===== src/rtl/ex_wb_pipeline_pkg.sv =====
// Shared types for the EX->MEM->WB pipeline tail: MEM stage state encoding,
// forwarding select codes and default datapath widths.
package ex_wb_pipeline_pkg;

  localparam int DW_DEF = 32;
  localparam int RW_DEF = 5;

  typedef enum logic [1:0] {
    M_EMPTY = 2'd0,
    M_PASS  = 2'd1,
    M_WAIT  = 2'd2
  } mem_state_e;

  localparam logic [1:0] FWD_RF  = 2'd0;
  localparam logic [1:0] FWD_MEM = 2'd1;
  localparam logic [1:0] FWD_WB  = 2'd2;

endpackage


===== src/rtl/ex_wb_pipeline_fwd_unit.sv =====
// Forwarding select and load-use detection for the two ID-stage source
// registers, comparing against the MEM and WB destinations.
module ex_wb_fwd_unit
  import ex_wb_pipeline_pkg::*;
#(
  parameter int RW = RW_DEF
) (
  input  logic          mem_valid,
  input  logic          mem_regwrite,
  input  logic          mem_load,
  input  logic [RW-1:0] mem_rw,
  input  logic          wb_we,
  input  logic [RW-1:0] wb_rw,
  input  logic [RW-1:0] id_ra,
  input  logic [RW-1:0] id_rb,
  output logic [1:0]    fwd_a_sel,
  output logic [1:0]    fwd_b_sel,
  output logic          load_use
);

  logic mem_fwd_ok;
  logic mem_load_live;

  always_comb begin
    mem_fwd_ok    = mem_valid && mem_regwrite && !mem_load && (mem_rw != '0);
    mem_load_live = mem_valid && mem_load && (mem_rw != '0);

    // MEM is younger than WB, so it wins when both match.
    if (mem_fwd_ok && (mem_rw == id_ra))    fwd_a_sel = FWD_MEM;
    else if (wb_we && (wb_rw == id_ra))     fwd_a_sel = FWD_WB;
    else                                    fwd_a_sel = FWD_RF;

    if (mem_fwd_ok && (mem_rw == id_rb))    fwd_b_sel = FWD_MEM;
    else if (wb_we && (wb_rw == id_rb))     fwd_b_sel = FWD_WB;
    else                                    fwd_b_sel = FWD_RF;

    load_use = mem_load_live && ((mem_rw == id_ra) || (mem_rw == id_rb));
  end

endmodule


===== src/rtl/ex_wb_pipeline.sv =====
// MEM + WB pipeline tail with a handshaked data memory and EX back-pressure.
// Define EX_WB_FWD_EN to add the forwarding / load-use ports (ex_wb_fwd_unit).
module ex_wb_pipeline
  import ex_wb_pipeline_pkg::*;
#(
  parameter int DW = DW_DEF,
  parameter int RW = RW_DEF
) (
  input  logic          clk,
  input  logic          clr,
`ifdef EX_WB_FWD_EN
  input  logic [RW-1:0] id_ra,
  input  logic [RW-1:0] id_rb,
  output logic [1:0]    fwd_a_sel,
  output logic [1:0]    fwd_b_sel,
  output logic [DW-1:0] fwd_mem_data,
  output logic          load_use,
`endif
  input  logic          ex_valid,
  output logic          ex_ready,
  input  logic [DW-1:0] ex_alu_out,
  input  logic [DW-1:0] ex_qb,
  input  logic [RW-1:0] ex_rw,
  input  logic          ex_regwrite,
  input  logic          ex_mem_rd,
  input  logic          ex_mem_wr,
  output logic          dm_req,
  output logic          dm_wr,
  output logic [DW-1:0] dm_addr,
  output logic [DW-1:0] dm_wdata,
  input  logic [DW-1:0] dm_rdata,
  input  logic          dm_ready,
  output logic          wb_we,
  output logic [RW-1:0] wb_rw,
  output logic [DW-1:0] wb_rd
);

  // Handshake: an EX instruction moves into MEM on a rising edge where
  // ex_valid && ex_ready; ex_ready never looks at ex_valid, and a memory
  // access completes on an edge where dm_req && dm_ready.

  mem_state_e    state;
  logic [DW-1:0] mem_alu;
  logic [DW-1:0] mem_qb;
  logic [RW-1:0] mem_rw;
  logic          mem_regwrite;
  logic          mem_load;

  logic          mem_busy;
  logic          mem_leave;
  logic          mem_writes;
  logic          ex_fire;
  logic          ex_memop;
  logic [DW-1:0] wb_rd_next;

  always_comb begin
    mem_busy   = (state == M_WAIT) && !dm_ready;
    mem_leave  = (state == M_PASS) || ((state == M_WAIT) && dm_ready);
    mem_writes = mem_leave && mem_regwrite && (mem_rw != '0);
    ex_ready   = !mem_busy;
    ex_fire    = ex_valid && ex_ready;
    ex_memop   = ex_mem_rd || ex_mem_wr;
    wb_rd_next = mem_load ? dm_rdata : mem_alu;
  end

  assign dm_addr  = mem_alu;
  assign dm_wdata = mem_qb;

  always_ff @(posedge clk) begin
    if (clr) begin
      state        <= M_EMPTY;
      dm_req       <= 1'b0;
      dm_wr        <= 1'b0;
      mem_alu      <= '0;
      mem_qb       <= '0;
      mem_rw       <= '0;
      mem_regwrite <= 1'b0;
      mem_load     <= 1'b0;
      wb_we        <= 1'b0;
      wb_rw        <= '0;
      wb_rd        <= '0;
    end else begin
      // wb_rw/wb_rd only move on a real write so they hold across bubbles.
      wb_we <= mem_writes;
      if (mem_writes) begin
        wb_rw <= mem_rw;
        wb_rd <= wb_rd_next;
      end

      if (ex_fire) begin
        state        <= ex_memop ? M_WAIT : M_PASS;
        dm_req       <= ex_memop;
        dm_wr        <= ex_mem_wr;
        mem_alu      <= ex_alu_out;
        mem_qb       <= ex_qb;
        mem_rw       <= ex_rw;
        mem_regwrite <= ex_regwrite && !ex_mem_wr;
        mem_load     <= ex_mem_rd;
      end else if (mem_leave) begin
        state  <= M_EMPTY;
        dm_req <= 1'b0;
        dm_wr  <= 1'b0;
      end
    end
  end

`ifdef EX_WB_FWD_EN
  assign fwd_mem_data = mem_alu;

  ex_wb_fwd_unit #(.RW(RW)) u_fwd (
    .mem_valid    (state != M_EMPTY),
    .mem_regwrite (mem_regwrite),
    .mem_load     (mem_load),
    .mem_rw       (mem_rw),
    .wb_we        (wb_we),
    .wb_rw        (wb_rw),
    .id_ra        (id_ra),
    .id_rb        (id_rb),
    .fwd_a_sel    (fwd_a_sel),
    .fwd_b_sel    (fwd_b_sel),
    .load_use     (load_use)
  );
`endif

endmodule


===== config.mk =====
export PLATFORM = sky130hd
export DESIGN_NAME = ex_wb_pipeline
export DESIGN_NICKNAME = d
export VERILOG_FILES = /design/src/rtl/ex_wb_pipeline_pkg.sv /design/src/rtl/ex_wb_pipeline_fwd_unit.sv /design/src/rtl/ex_wb_pipeline.sv
export SDC_FILE = /design/constraint.sdc
export NUM_CORES = 1
export LEC_CHECK = 0
export ABC_AREA = 0
export CAP_MARGIN = 20
export CORE_ASPECT_RATIO = 1.4
export CORE_MARGIN = 2
export CORE_UTILIZATION = 44
export CTS_BUF_LIST = sky130_fd_sc_hd__clkbuf_16
export DETAILED_ROUTE_END_ITERATION = 8
export PLACE_DENSITY_LB_ADDON = 0.1
export SYNTH_ARGS = -nofsm -noshare
export SYNTH_HDL_FRONTEND = slang
export SYNTH_SLANG_ARGS = --single-unit

===== constraint.sdc =====
create_clock -name clk -period 3.55 [get_ports clk]
set_input_delay 0.71 -clock clk [delete_from_list [all_inputs] [get_ports clk]]
set_output_delay 0.71 -clock clk [all_outputs]
set_load 0.005 [all_outputs]

==> flow_summary.json <==
{
  "fmax_mhz": 364,
  "first_pass_iters": 4,
  "ctsHoldBuffers": 0,
  "clkLatencyLatePin_ps": 340,
  "slowest_delay_ps": 460,
  "synth_area_sq_um": 4370,
  "worstMarginPinSlew_ps": 1060,
  "syn2layout_area_growth_pct": 54.8,
  "critPathKind": "in2out",
  "root_buffer": "clkbuf_16",
  "finalCritPeriodShare_pct": 77.5,
  "num_vias": 4165,
  "core_sq_um": 9790,
  "synth_seq_area_share_pct": 51.3,
  "synth.distinct_cells": 24,
  "gp_congestion": 0.766,
  "r2r_start": "dm_req",
  "final_layout_size_suffix_gt1_share_pct": 3.91,
  "hold_viol": 0,
  "grt_pass1_vias": 3955,
  "path_depth": 3,
  "worstPathRequired_ps": 2840,
  "r2r_end": "state[0]",
  "crit_path_top_delay_cell": "clkdlybuf4s50_1",
  "seqPwrFrac_pct": 47.9,
  "drc": 0,
  "syn_area_per_cell_sq_um": 8.72,
  "syn_nets": 609,
  "p_sw_mw": 0.656,
  "vias_per_cell": 5.05,
  "grt_antenna_before_repair": 0,
  "status": "finished, final reports clean",
  "ctsHtreeMaxLevel": 3,
  "hold_class": "reg2reg",
  "max_slew_margin_pct": 29.3,
  "maxCapViolations": 0,
  "die_w_microns": 88.2,
  "path_cells": "clkdlybuf4s50_1 > or3b_4 > clkdlybuf4s50_1",
  "grt_start_max_net_pins": 74,
  "yosysWarnings": 0,
  "postSynthCellCount": 501,
  "dieHeight_microns": 122,
  "cts_num_sinks": 112,
  "crit_end": "ex_ready",
  "dp_hpwl_mm": 8.36,
  "synth-seq-cells": 112,
  "crit_fanout": 3,
  "comb_power_share_pct": 14.1,
  "cp.buffers_inverters": 2,
  "clkTransAtPathRegs_ps": 70,
  "r2r_slack_ps": 1610,
  "wl_per_cell_microns": 15.0,
  "grt_first_pass_wirelength_mm": 19.0,
  "io_pins": 213,
  "internal-power_mw": 2.17,
  "numPortBuffers": 212,
  "start_util_pct": 44.6,
  "clkPwrFrac_pct": 38.0,
  "first_iter_violations": 140,
  "clock_path_buffers": 2,
  "wl_mm": 12.4,
  "nNetsFinal": 793,
  "cp-start-kind": "primary input",
  "hp-start": "dm_wdata[19]",
  "setup_ws_ps": 800,
  "tritoncts": "done",
  "fp.dieArea_sq_um": 10700,
  "swShare_pct": 23.2,
  "cts-resized-gates": 0,
  "ant_nets": 0,
  "rsz0062_at_grt": "false",
  "antenna_cells": 0,
  "ir_drop_mv": 0.246,
  "core.rowCount": 43,
  "critPathCaptureType": "output port",
  "cp-startpoint": "dm_ready",
  "setup_tns_ps": 0,
  "post_cts_buffers": 0,
  "setup_violations": 0,
  "holdWs_ps": 454,
  "r2r_cells": 4,
  "crit_family": "buffers and inverters",
  "critPathArrivalTime_ps": 2040,
  "leakagePower_nw": 2.36,
  "cts_buffers": 9,
  "min_period_ps": 2750,
  "maxSlewViolCount": 0,
  "preCtsSetupSlack_ps": 804,
  "gr-total-overflow": 0,
  "groute.usage.overall_pct": 22.6,
  "fillerInstances": 838,
  "fin_skew_ps": 4.67,
  "path_common_cell": "clkdlybuf4s50_1",
  "powerDensity_nw_per_um2": 418
}
==> Yosys cell counts <==
cell type / number / area, sq um
a211oi_1: 32 / 240
a21o_1: 1 / 7.51
a21oi_1: 105 / 526
a22oi_1: 2 / 15.0
and2_1: 1 / 6.26
and2_4: 1 / 8.76
buf_2: 9 / 45.0
buf_4: 10 / 75.1
buf_6: 8 / 90.1
clkbuf_1: 17 / 63.8
dfxtp_1: 112 / 2240
mux2i_1: 33 / 330
nand2_1: 142 / 533
nand2_4: 1 / 11.3
nand2b_1: 6 / 37.5
nand3_1: 1 / 5.00
nand3b_1: 2 / 15.0
nand4b_1: 5 / 43.8
nor2_1: 2 / 7.51
nor2b_1: 1 / 6.26
nor3_1: 2 / 10.0
o21ai_0: 6 / 30.0
or3_1: 1 / 6.26
or3b_4: 1 / 11.3
==> state kept, by name, indices dropped and copies added, names as in the netlist <==
signal	count
dm_addr	32
dm_req	1
dm_wdata	32
dm_wr	1
mem_load	1
mem_regwrite	1
mem_rw	5
state	1
wb_rd	32
wb_rw	5
wb_we	1
==> cells in the final DEF (no fill, tap or decap) <==
cell type / n
a22oi_2: 1
nand4b_1: 5
nor2_1: 2
dfxtp_2: 1
nor2b_1: 1
and2_4: 1
clkinv_2: 2
nand2b_1: 6
nor3_1: 2
a22oi_1: 1
or3b_4: 1
buf_12: 1
clkinv_4: 3
a21oi_1: 105
a211oi_1: 32
nand3_1: 1
nand2_4: 1
or3_1: 1
clkdlybuf4s50_1: 211
dfxtp_1: 111
nand3b_1: 2
bufinv_16: 2
mux2i_1: 33
clkbuf_16: 9
buf_4: 5
o21ai_0: 6
a21o_1: 1
nand2_1: 142
and2_1: 1
==> cell families after synthesis <==
kind of cell    Yosys count  synth area share [%]
compound gates          146                  18.7
buf+inv                  44                  6.28
flops                   112                  51.3
mux                      33                  7.56
simple gates            166                  16.1
==> how the worst min path moves through the flow <==
stage                   endpoint  depth (start not counted)
floorplan              mem_rw[1]                          2
global placement    dm_wdata[20]                          2
detailed placement  dm_wdata[24]                          2
CTS                 dm_wdata[19]                          2
global route         dm_wdata[2]                          2
finish              dm_wdata[19]                          2
==> layout make-up <==
| cell class | count | area (sq um) | share of cell area, % |
|---|---|---|---|
| timing repair buffer | 217 | 2170 | 32.1 |
| clock inverter | 7 | 96.3 | 1.43 |
| sequential | 112 | 2240 | 33.2 |
| clock buffer | 9 | 225 | 3.33 |
| tap | 135 | 169 | 2.50 |
| multi-input combinational | 345 | 1860 | 27.5 |
==> worst register-to-register path, stage by stage, from the launching register on <==
cell     delay, ps
dfxtp_1        480
or3b_4         450
nand2_4        580
nand3_1        180
a21oi_1        180
==> routing by layer <==
layer,global-route usage (%),part of all wire [%],routed length [microns],vias to the layer above
met5,0,0,0,-
met4,8.62,1.4,171,0
met3,6.71,8.1,1000,11
met2,38.3,49,6130,155
met1,26.5,41,5110,1922
li1,-,-,-,2077
==> per-stage QoR <==
stage                     std cells  cell area, sq um  power (mW)  utilization [%]
after floorplan                 501              4370        1.54                -
after global placement          809              6440        1.77             65.7
after detailed placement        809              6440        1.78             65.7
after CTS                       825              6760        2.85             69.0
after global routing            825              6760        2.94             69.0
final                           825              6760        2.82             69.0
==> power groups by stage <==
stage	combinational [mW]	sequential [mW]	clock [mW]
after floorplan	0.173	1.37	0
after detailed placement	0.399	1.38	0
after CTS	0.401	1.35	1.10
after global routing	0.434	1.36	1.15
after global placement	0.394	1.38	0
final	0.398	1.35	1.07
(Power assumes the default switching activity.)
